`src/rtl/adc_mavg_filter.sv`:
```
// Multi-channel boxcar (moving-average) filter for ADC sample streams.
// Each channel keeps a circular history and a running sum; the write pointer is shared.
module adc_mavg_filter #(
  parameter int N          = 14,
  parameter int CH         = 2,
  parameter int LOG2_DEPTH = 3,
  parameter int ROUND      = 0
) (
  input  logic            clk,
  input  logic            reset,
  input  logic            clear,
  input  logic            bypass,
  input  logic            in_valid,
  input  logic [CH*N-1:0] adc_data,
  output logic            out_valid,
  output logic [CH*N-1:0] filtered_data,
  output logic            primed
);

  localparam int DEPTH = 1 << LOG2_DEPTH;
  localparam int SW    = N + LOG2_DEPTH;
  localparam int WPW   = (LOG2_DEPTH > 0) ? LOG2_DEPTH : 1;
  localparam int FW    = LOG2_DEPTH + 1;
  localparam logic [SW:0] RND_ADD = (ROUND != 0) ? (SW+1)'(DEPTH / 2) : '0;
  localparam logic [SW:0] MAXW    = {{(LOG2_DEPTH+1){1'b0}}, {N{1'b1}}};

  logic [WPW-1:0] wp;
  logic [FW-1:0]  fill;
  logic [N-1:0]   hist   [CH][DEPTH];
  logic [SW-1:0]  sum    [CH];
  logic [SW-1:0]  sum_n  [CH];
  logic [SW:0]    rnd    [CH];
  logic [SW:0]    rnd_sh [CH];
  logic [N-1:0]   avg    [CH];
  logic           accept;

  assign accept = in_valid & ~clear;

  // Running-sum update: the sample leaving the window is the one about to be overwritten.
  always_comb begin
    for (int c = 0; c < CH; c++) begin
      sum_n[c]  = sum[c] + SW'(adc_data[c*N +: N]) - SW'(hist[c][wp]);
      rnd[c]    = {1'b0, sum_n[c]} + RND_ADD;
      rnd_sh[c] = rnd[c] >> LOG2_DEPTH;
      avg[c]    = (rnd_sh[c] > MAXW) ? {N{1'b1}} : rnd_sh[c][N-1:0];
    end
  end

  always_ff @(posedge clk) begin
    if (reset || clear) begin
      wp            <= '0;
      fill          <= '0;
      primed        <= 1'b0;
      out_valid     <= 1'b0;
      filtered_data <= '0;
      for (int c = 0; c < CH; c++) begin
        sum[c] <= '0;
        for (int d = 0; d < DEPTH; d++) hist[c][d] <= '0;
      end
    end else begin
      out_valid <= accept;
      if (accept) begin
        for (int c = 0; c < CH; c++) begin
          hist[c][wp] <= adc_data[c*N +: N];
          sum[c]      <= sum_n[c];
          filtered_data[c*N +: N] <= bypass ? adc_data[c*N +: N] : avg[c];
        end
        if (wp == WPW'(DEPTH - 1)) wp <= '0;
        else                       wp <= wp + 1'b1;
        // primed rises together with the out_valid of the DEPTH-th accept.
        if (fill != FW'(DEPTH)) fill <= fill + 1'b1;
        if (fill >= FW'(DEPTH - 1)) primed <= 1'b1;
      end
    end
  end

endmodule

```
`config.mk`:
```
export PLATFORM = sky130hd
export DESIGN_NAME = adc_mavg_filter
export DESIGN_NICKNAME = d
export VERILOG_FILES = /design/src/rtl/adc_mavg_filter.sv
export SDC_FILE = /design/constraint.sdc
export NUM_CORES = 1
export LEC_CHECK = 0
export CORE_MARGIN = 1
export CORE_UTILIZATION = 25
export CTS_BUF_LIST = sky130_fd_sc_hd__clkbuf_8
export CTS_CLUSTER_DIAMETER = 30
export DETAILED_ROUTE_END_ITERATION = 8
export SLEW_MARGIN = 20
export SYNTH_ARGS = -nofsm -noshare
export SYNTH_HDL_FRONTEND = slang
export SYNTH_SLANG_ARGS = --single-unit
```
`constraint.sdc`:
```
create_clock -name clk -period 8 [get_ports clk]
set_clock_uncertainty 0.2 [all_clocks]
set_input_delay 1.2 -clock clk [delete_from_list [all_inputs] [get_ports clk]]
set_output_delay 1.2 -clock clk [all_outputs]
set_load 0.05 [all_outputs]
```
==> out/results.ini, run 1 <==
[floorplan]
placementRows = 91
coreArea_mm2 = 0.06160
pin_count = 63
start_util_pct = 25.24
die_area_mm2 = 0.06319
chipWidth_um = 251.4
die_y_um = 251.4

[grt]
grt.overflow.total = 0
grt_pass1_vias = 11760
antenna_found_initial = 1
grt_usage_pct = 15.58
grt_max_degree = 62
grt_pass1_wl_um = 74640

[timing]
worstMarginPinSlew_ns = 1.118
fin_crit_sh_pct = 67.16
rsz0062_at_grt = false
fin_ws_ns = 2.627
tns_ns = 0
drv_slew = 0
max_freq_ghz = 0.1861
period_needed_ns = 5.373
hold_violations = 0
slew_headroom_pct = 25.36
finalSetupViolations = 0

[cts]
post-cts-setup-buffers = 0
clock-sinks = 295
cts_buffers = 75
worstSkewPairLatency_ns = 0.62
cts_buffer_depth = 3
clk_pin_slew_ns = 0.06
cts_root_buf = clkbuf_8
cts-resized-gates = 0
postCtsHoldBufs = 0
tritoncts = built
h-tree-depth = 3

[detailed_routing]
drc = 0
drtPass1Iterations = 8
drt-vias-per-instance = 4.968
first_iter_violations = 1291
postRouteAntennaNets = 0
drt_wl_total_um = 49300
wire_per_inst_um = 21.15
vias = 11580

[synthesis]
syn_nets = 1456
ys.flop_type = edfxtp_1
synth-async-reset-ratio_pct = 0
synth-edff-count = 258
syn_area_per_cell_um2 = 11.46
netlist.area_leader.share_pct = 49.83
synth.most_common_cell = edfxtp_1
ys_ff_latch = 295
seq_area_frac_synth_pct = 54.60
ys_types = 62
ys_top_cells_by_count = 258 x edfxtp_1, 153 x and3_1, 128 x inv_1
synth_area_leaders = edfxtp_1 50%, and3_1 6.2%, dfxtp_1 4.8%, fa_1 3.6%, inv_1 3.1%
yosysWarnings = 0
synth.largest_area_cell = edfxtp_1
syn_inst = 1357
syn_area_mm2 = 0.01555

[place]
place.gp.congestion = 0.8874
port_buffers = 62
place_area_mm2 = 0.01713
dp_hpwl_um = 31280
dp_slack_ns = 2.702

[job]
max_cap_violations = 0

[cells_and_area]
area_delta_synth_final_pct = 21.44
layout-drive-gt1-share_pct = 15.67
fillers = 6232
final_nets = 1533
final_cell_area_mm2 = 0.01888

[power_and_ir_drop]
p_sw_mw = 1.478
power.internal_mw = 3.545
switching_share_pct = 29.42
clkPwrFrac_pct = 43.8
power_mw = 5.023
power_frac_comb_pct = 20.4
seq_power_share_pct = 35.8
vdd_drop_max_uv = 161.3
powerDensity_mw_per_mm2 = 266.0
leakage_nw = 7.928

[critical_path]
cp_slowest_stage_delay_ns = 0.90
cpMostUsedCell = a31oi_1
endpoint_kind = register
path_class = reg -> reg
cp_max_fo = 39
slowest_stage = nor2_2
critPathRequiredTime_ns = 8.13
worstPathCellList = buf_4, nand2_1, nor2_2, a221oi_1, a21oi_1, fa_1, inv_1, ha_1, a21o_1, a31oi_1, o221ai_1, a31oi_1, xor2_1, nor2_1
arrival_ns = 5.51
startpoint_type = register

[hold_path]
hold_path.class = reg -> reg

[outcome]
status = finished, final reports clean

-- worst max-delay path: cells and delay by family (launching register included) --
kind | cells | cell delay [ns]
fa+ha+maj | 2 | 0.80
compound gates | 6 | 1.36
buf+inv | 2 | 0.70
xor+xnor | 1 | 0.21
flops | 1 | 0.60
simple gates | 3 | 1.20
-- sequential cells by signal, indices dropped and copies added, names as in the netlist --
| name | count |
|---|---|
| wp | 3 |
| filtered_data | 28 |
| primed | 1 |
| sum | 34 |
| hist | 224 |
| out_valid | 1 |
| fill | 4 |
-- power by group through the flow --
stage               Clock [mW]  Combinational (mW)  Sequential [mW]
floorplan                    0               0.686             1.86
global placement             0               0.999             1.83
detailed placement           0                1.01             1.83
CTS                       2.23                1.02             1.80
global route              2.30                1.12             1.81
finish                    2.20                1.03             1.80
-- path summary, 6_finish.rpt --
kind / startpoint / end / slack (ns) / depth (start not counted)
max: wp[0]$_SDFFE_PP0P_ / sum[0][15]$_SDFFCE_PN0P_ / 2.63 / 14
min: filtered_data[23]$_SDFFE_PP0P_ / filtered_data[23]$_SDFFE_PP0P_ / 0.26 / 2
max reg2reg: wp[0]$_SDFFE_PP0P_ / sum[0][15]$_SDFFCE_PN0P_ / 2.63 / 14
min reg2reg: filtered_data[23]$_SDFFE_PP0P_ / filtered_data[23]$_SDFFE_PP0P_ / 0.26 / 2
-- cells by family after synthesis --
logic type      Yosys count  share of synthesized area, %
simple gates            424                         14.67
buf+inv                 231                         5.690
xor+xnor                 33                         1.859
mux                      71                         5.963
fa+ha+maj                66                         6.663
compound gates          237                         10.56
flops                   295                         54.60
-- per-layer routing --
layer,track usage [%],vias up,share of wire (%)
met3,4.452,91,10
met4,4.895,0,2.3
li1,-,5146,-
met5,0,-,0
met1,21.32,5755,43
met2,23.61,588,44
-- cell type report --
class                      count  area [um^2]  area share, %
inverter                     133        499.2          2.644
antenna                        1        2.502        0.01325
sequential                   295         8492          44.98
tap                          837         1047          5.547
timing repair buffer          98        885.9          4.692
multi-input combinational    831         6205          32.86
clock inverter                58        675.6          3.579
clock buffer                  78         1074          5.686
-- cell usage in the layout, fill, tap and decap left out, types with 16 or more instances in the layout --
cell type,count
o21ai_0,38
ha_1,38
clkbuf_8,78
clkinv_2,17
buf_4,36
a21oi_1,39
nor2_1,75
fa_1,28
xnor2_1,16
a221oi_1,36
a22oi_1,19
nor4_1,33
a21o_1,19
dfxtp_1,34
and2_1,59
xor2_1,17
clkdlybuf4s50_1,61
edfxtp_1,258
nand2_1,58
and3_1,153
inv_1,135
mux2i_1,18
mux2_2,39
-- metrics by stage --
| stage | instances | utilization (%) | hold WS (ns) |
|---|---|---|---|
| floorplan | 1357 | - | 0.2905 |
| global placement | 2194 | 27.81 | 0.2475 |
| detailed placement | 2194 | 27.81 | 0.2482 |
| CTS | 2330 | 30.65 | 0.2649 |
| global route | 2330 | 30.65 | 0.2962 |
| finish | 2331 | 30.65 | 0.2609 |
(Power assumes the default switching activity.)
==> inputs of run 2 (changes only) <==
==> constraint.sdc (replaced) <==
create_clock -name clk -period 5 [get_ports clk]
set_clock_uncertainty 0.2 [all_clocks]
set_input_delay 0.75 -clock clk [delete_from_list [all_inputs] [get_ports clk]]
set_output_delay 0.75 -clock clk [all_outputs]
set_load 0.05 [all_outputs]
==> run 2 against run 1 <==
- worst setup slack worse by 2.2 ns
- total power up 63%
- cell area up 1.9%
- worst hold slack worse by 0.011 ns
- final cell count up 2.1%
- register-to-register slack worse by 2.2 ns
- critical path depth down 1
- clock power up 65%
- die area unchanged
==> out/results.ini, run 2 (same netlist as run 1, synthesis figures left out) <==
[outcome]
status = finished, final reports clean

[detailed_routing]
wire_per_inst_um = 21.02  ; -0.64%
postRouteAntennaNets = 0  ; unchanged
first_iter_violations = 1188  ; -8.0%
drt-vias-per-instance = 4.948  ; -0.40%
drc = 0  ; unchanged
drt_wl_total_um = 50020  ; +1.4%
vias = 11780  ; +1.7%
drtPass1Iterations = 5  ; -3

[timing]
worstMarginPinSlew_ns = 1.161  ; +0.04291 ns
max_freq_ghz = 0.2184  ; +17%
period_needed_ns = 4.579  ; -0.7941 ns
drv_slew = 0  ; unchanged
finalSetupViolations = 0  ; unchanged
fin_crit_sh_pct = 91.58  ; +24 points
rsz0062_at_grt = false
tns_ns = 0  ; unchanged
hold_violations = 0  ; unchanged
slew_headroom_pct = 22.58  ; -2.8 points
fin_ws_ns = 0.4211  ; -2.206 ns

[place]
dp_slack_ns = 0.4459  ; -2.256 ns
place.gp.congestion = 0.8764  ; -1.2%
dp_hpwl_um = 32650  ; +4.4%
placed_cells = 2223  ; +1.3%
place_area_mm2 = 0.01738  ; +1.5%
port_buffers = 62  ; unchanged

[critical_path]
crit_buf_inv = 2  ; unchanged
cp_max_fo = 21  ; -46%
slowest_stage = fa_1
path_class = reg -> reg
crit_family = compound AO/OA/AOI/OAI gates
critPathRequiredTime_ns = 5.16  ; -2.97 ns
arrival_ns = 4.74  ; -0.77 ns
cp_slowest_stage_delay_ns = 0.56  ; -0.34 ns
worstPathCellList = buf_4, mux2_2, a221oi_1, o21ai_0, fa_1, inv_1, ha_1, and3_1, nand4_1, or2_0, o211ai_1, xnor2_1, nor2_1
endpoint_kind = register
startpoint_type = register

[power_and_ir_drop]
power_frac_comb_pct = 20.3  ; about the same
seq_power_share_pct = 35.3  ; -0.5 points
switching_share_pct = 29.84  ; +0.42 points
power.internal_mw = 5.728  ; +62%
powerDensity_mw_per_mm2 = 424.3  ; +60%
clkPwrFrac_pct = 44.4  ; +0.6 points
leakage_nw = 8.171  ; +3.1%
p_sw_mw = 2.437  ; +65%
vdd_drop_max_uv = 199.3  ; +24%

[cts]
worstSkewPairLatency_ns = 0.65  ; +0.03 ns
cts_buffer_depth = 3  ; unchanged
cts_buffers = 84  ; +12%
h-tree-depth = 3  ; unchanged
clk_pin_slew_ns = 0.05  ; about the same
cts_root_buf = clkbuf_8
clock-sinks = 295  ; unchanged
post-cts-setup-buffers = 0  ; unchanged
cts-resized-gates = 0  ; unchanged
tritoncts = built
postCtsHoldBufs = 0  ; unchanged

[cells_and_area]
seqCellArea_mm2 = 0.008492  ; unchanged
final_cell_mix = 258 x edfxtp_1, 153 x and3_1, 144 x inv_1, 86 x clkbuf_8, 75 x nor2_1
layout-drive-gt1-share_pct = 17.19  ; +1.5 points
largestRegisters = hist: 224 flops, sum: 34 flops, filtered_data: 28 flops
largest_reg_flops = 224  ; unchanged
largest_register = hist
final_cells = 2380  ; +2.1%
area_delta_synth_final_pct = 23.76
fillers = 6223  ; -0.14%
multi_input_area_mm2 = 0.006205  ; unchanged
final_nets = 1571  ; +2.5%
final_cell_area_mm2 = 0.01924  ; +1.9%
mostFrequentLayoutCell = edfxtp_1

[hold_path]
hold_path.class = reg -> reg

[job]
max_cap_violations = 0  ; unchanged

[grt]
grt.overflow.total = 0  ; unchanged
antenna_found_initial = 3  ; +2
grt_max_degree = 58  ; -6.5%
grt_pass1_vias = 11940  ; +1.5%
grt_usage_pct = 15.82  ; +0.24 points
grt_pass1_wl_um = 75170  ; +0.71%

[floorplan]
die_area_mm2 = 0.06319  ; unchanged
placementRows = 91  ; unchanged
chipWidth_um = 251.4  ; unchanged
start_util_pct = 25.24  ; unchanged
pin_count = 63  ; unchanged
die_y_um = 251.4  ; unchanged
coreArea_mm2 = 0.06160  ; unchanged

## run 2: cell count changes in the layout (fill, tap and decap cells not counted), moves of 3 or more
cell and change:
clkinv_2 -3, clkbuf_8 +8, buf_4 +26, buf_12 +3, clkinvlp_4 -3, clkinv_1 +9, inv_1 +9
## run 2: worst paths after layout
check / depth (start not counted) / slack [ns] / start / to
setup / recovery: 13 / 0.42 / wp[0]$_SDFFE_PP0P_ / sum[0][13]$_SDFFCE_PN0P_
hold / removal: 2 / 0.25 / filtered_data[23]$_SDFFE_PP0P_ / filtered_data[23]$_SDFFE_PP0P_
setup reg to reg: 13 / 0.42 / wp[0]$_SDFFE_PP0P_ / sum[0][13]$_SDFFCE_PN0P_
hold reg to reg: 2 / 0.25 / filtered_data[23]$_SDFFE_PP0P_ / filtered_data[23]$_SDFFE_PP0P_
## run 2: power by group through the flow
| stage | Sequential, mW | Combinational, mW | Clock (mW) |
|---|---|---|---|
| final | 2.88 | 1.66 | 3.62 |
| after global routing | 2.89 | 1.82 | 3.80 |
| after floorplan | 2.97 | 1.10 | 0 |
| after global placement | 2.92 | 1.62 | 0 |
| after CTS | 2.88 | 1.64 | 3.66 |
| after detailed placement | 2.93 | 1.63 | 0 |
## run 2: worst register-to-register path, cell delays in order (launching register included)
cell and delay, ns:
dfxtp_2 0.36, buf_4 0.36, mux2_2 0.44, a221oi_1 0.54
o21ai_0 0.31, fa_1 0.56, inv_1 0.04, ha_1 0.43
and3_1 0.24, nand4_1 0.14, or2_0 0.25, o211ai_1 0.19
xnor2_1 0.17, nor2_1 0.06
## run 2: area by class of cell
type | instances | share of cell area, %
antenna | 1 | 0.01301
clock buffer | 86 | 6.152
clock inverter | 70 | 3.485
inverter | 133 | 2.595
multi-input combinational | 831 | 32.25
sequential | 295 | 44.13
tap | 837 | 5.443
timing repair buffer | 127 | 5.931
## run 2: per-layer routing
| metal | vias to the layer above | global-route usage, % | share of wire, % |
|---|---|---|---|
| met5 | - | 0 | 0 |
| met1 | 5873 | 21.73 | 44 |
| met2 | 595 | 23.09 | 44 |
| li1 | 5233 | - | - |
| met3 | 75 | 4.918 | 11 |
| met4 | 0 | 6.080 | 2.1 |
## run 2: through the flow
stage               hold slack [ns]  power [mW]  util, %
finish                       0.2500       8.164    31.24
global route                 0.2826       8.517    31.24
CTS                          0.2520       8.190    31.23
detailed placement           0.2439       4.557    28.22
global placement             0.2401       4.543    28.22
floorplan                    0.2905       4.066        -
==> inputs of run 3 (changes only) <==
--- a/config.mk
+++ b/config.mk
@@ -5,7 +5,7 @@
 export SDC_FILE = /design/constraint.sdc
 export NUM_CORES = 1
 export LEC_CHECK = 0
-export CORE_MARGIN = 1
+export CORE_MARGIN = 3
 export CORE_UTILIZATION = 25
 export CTS_BUF_LIST = sky130_fd_sc_hd__clkbuf_8
 export CTS_CLUSTER_DIAMETER = 30
==> run 3 against run 2 <==
- worst setup slack better by 0.15 ns
- count of clock-buffer cells in the layout down 9
- worst hold slack worse by 0.0021 ns
- clock power down 9.4%
- via count down 0.35%
- sequential cell count unchanged
- sequential share of layout area up 0.40 points
- global-route usage down 0.78 points
- die area up 3.2%
- total power down 4.1%
- critical endpoint is now sum[0][8]$_SDFFCE_PN0P_
- largest cell class unchanged
==> out/results.ini, run 3 (same netlist as run 1, synthesis figures left out) <==
[critical_path]
cpMostUsedCell = fa_1
path_class = reg -> reg
rr_worst_depth = 13  ; unchanged
worstPathCellList = buf_4, mux2_2, a221oi_1, o22ai_1, fa_1, inv_1, fa_1, a211oi_1, o31a_1, o21bai_1, a21oi_1, xor2_1, nor2_1
cp_slowest_stage_delay_ns = 0.54  ; -0.02 ns
rrSetupSlack_ns = 0.57  ; +0.15 ns
critPathRequiredTime_ns = 5.12  ; -0.04 ns
crit_family = compound AO/OA/AOI/OAI gates
setup.worst_path.start = wp[1]$_SDFFE_PP0P_
cp_max_fo = 11  ; -48%
endpoint_kind = register
arrival_ns = 4.55  ; -0.19 ns
crit_buf_inv = 2  ; unchanged
r2r-end = sum[0][8]$_SDFFCE_PN0P_
regToRegStartpoint = wp[1]$_SDFFE_PP0P_
slowest_stage = fa_1
startpoint_type = register

[detailed_routing]
drt-vias-per-instance = 4.991  ; +0.88%
drt_wl_total_um = 50350  ; +0.66%
postRouteAntennaNets = 0  ; unchanged
drc = 0  ; unchanged
first_iter_violations = 1343  ; +13%
wire_per_inst_um = 21.42  ; +1.9%
vias = 11740  ; -0.35%
drtPass1Iterations = 5  ; unchanged

[hold_path]
hold_path.class = reg -> reg
hold_end = filtered_data[23]$_SDFFE_PP0P_
hold_depth = 2  ; unchanged
hold_path_startpoint = filtered_data[23]$_SDFFE_PP0P_

[cells_and_area]
largest_register = hist
finish.utilization_pct = 31.30  ; +0.066 points
n_antenna_cell = 0  ; -1
largest_reg_flops = 224  ; unchanged
largestRegisters = hist: 224 flops, sum: 34 flops, filtered_data: 28 flops
final_cell_mix = 258 x edfxtp_1, 153 x and3_1, 136 x inv_1, 77 x clkbuf_8, 75 x nor2_1
final_nets = 1566  ; -0.32%
layout-drive-gt1-share_pct = 17.07  ; -0.11 points
mostFrequentLayoutCell = edfxtp_1
final_cells = 2351  ; -1.2%
area_delta_synth_final_pct = 22.65

[place]
port_buffers = 62  ; unchanged
placed_cells = 2221  ; -0.090%
place.gp.congestion = 0.9134  ; +4.2%
dp_hpwl_um = 33190  ; +1.7%

[cts]
cts_buffers = 72  ; -14%
clk_pin_slew_ns = 0.06  ; about the same
worstSkewPairLatency_ns = 0.60  ; -0.05 ns
cts-resized-gates = 0  ; unchanged
tritoncts = built
h-tree-depth = 3  ; unchanged
cts_buffer_depth = 3  ; unchanged
clock-sinks = 295  ; unchanged
postCtsHoldBufs = 0  ; unchanged
post-cts-setup-buffers = 0  ; unchanged
cts_root_buf = clkbuf_8

[grt]
grt_pass1_vias = 11800  ; -1.1%
grt_max_degree = 56  ; -3.4%
grt.overflow.total = 0  ; unchanged
grt_pass1_wl_um = 75390  ; +0.29%
grt_usage_pct = 15.04  ; -0.78 points
antenna_found_initial = 1  ; -2

[timing]
drv_slew = 0  ; unchanged
hold_violations = 0  ; unchanged
whs_ns = 0.2478  ; -0.002127 ns
max_freq_ghz = 0.2260  ; +3.5%
rsz0062_at_grt = false
worstMarginPinSlew_ns = 0.9682  ; -0.1931 ns
finalSetupViolations = 0  ; unchanged
period_needed_ns = 4.425  ; -0.1538 ns
fin_crit_sh_pct = 88.50  ; -3.1 points
slew_headroom_pct = 35.45  ; +13 points
tns_ns = 0  ; unchanged

[power_and_ir_drop]
clkPwrFrac_pct = 41.9  ; -2.5 points
switching_share_pct = 29.71  ; -0.14 points
power.internal_mw = 5.503  ; -3.9%
p_sw_mw = 2.326  ; -4.6%
vdd_drop_max_uv = 168.1  ; -16%
power_frac_comb_pct = 21.3  ; +1.0 points
seq_power_share_pct = 36.8  ; +1.5 points
leakage_nw = 8.063  ; -1.3%
powerDensity_mw_per_mm2 = 410.5  ; -3.2%

[floorplan]
placementRows = 90  ; -1.1%
chipWidth_um = 255.4  ; +1.6%
start_util_pct = 25.52  ; +0.28 points
pin_count = 63  ; unchanged
die_area_mm2 = 0.06522  ; +3.2%
die_y_um = 255.4  ; +1.6%
coreArea_mm2 = 0.06092  ; -1.1%

[outcome]
status = finished, final reports clean

[job]
max_cap_violations = 0  ; unchanged

-- run 3: per-layer routing --
layer | track usage (%) | vias up | share of wire [%]
li1 | - | 5207 | -
met1 | 20.79 | 5813 | 44
met2 | 22.49 | 630 | 44
met3 | 4.347 | 85 | 10
met4 | 5.145 | 0 | 2.3
met5 | 0 | - | 0
-- run 3: final cells by class --
class	instances	area, um^2
Multi-Input combinational cell	831	6205
Tap cell	828	1036
Clock inverter	53	571.8
Sequential cell	295	8492
Clock buffer	77	1060
Inverter	133	499.2
Fill cell	6207	41850
Timing Repair Buffer	134	1206
-- run 3: through the flow --
stage	power, mW	worst slack [ns]	cell area (um^2)
4_1_cts	7.858	0.6446	19070
3_5_place_dp	4.567	0.5498	17440
2_1_floorplan	4.066	0.8908	15550
5_1_grt	8.175	0.3818	19070
3_3_place_gp	4.551	0.6426	17440
6_report	7.829	0.5749	19070
-- run 3: worst max path at each step --
stage | slack, ns | endpoint | cells after the start
after floorplan | 0.89 | sum[0][26]$_SDFFCE_PN0P_ | 14
after global placement | 0.64 | sum[0][32]$_SDFFCE_PN0P_ | 11
after detailed placement | 0.55 | sum[0][8]$_SDFFCE_PN0P_ | 11
after CTS | 0.64 | sum[0][13]$_SDFFCE_PN0P_ | 15
after global routing | 0.38 | sum[0][26]$_SDFFCE_PN0P_ | 13
final | 0.57 | sum[0][8]$_SDFFCE_PN0P_ | 13
-- run 3: tightest hold or removal path: cells and delay by family (launching register included) --
| kind | cells | cell delay [ns] |
|---|---|---|
| flip-flops | 1 | 0.31 |
| AND/OR/NAND/NOR | 2 | 0.09 |
-- run 3: power by group through the flow --
stage	logic (mW)	registers, mW	clock network (mW)
finish	1.67	2.88	3.28
global route	1.83	2.89	3.46
CTS	1.65	2.88	3.33
detailed placement	1.64	2.93	0
global placement	1.63	2.92	0
floorplan	1.10	2.97	0
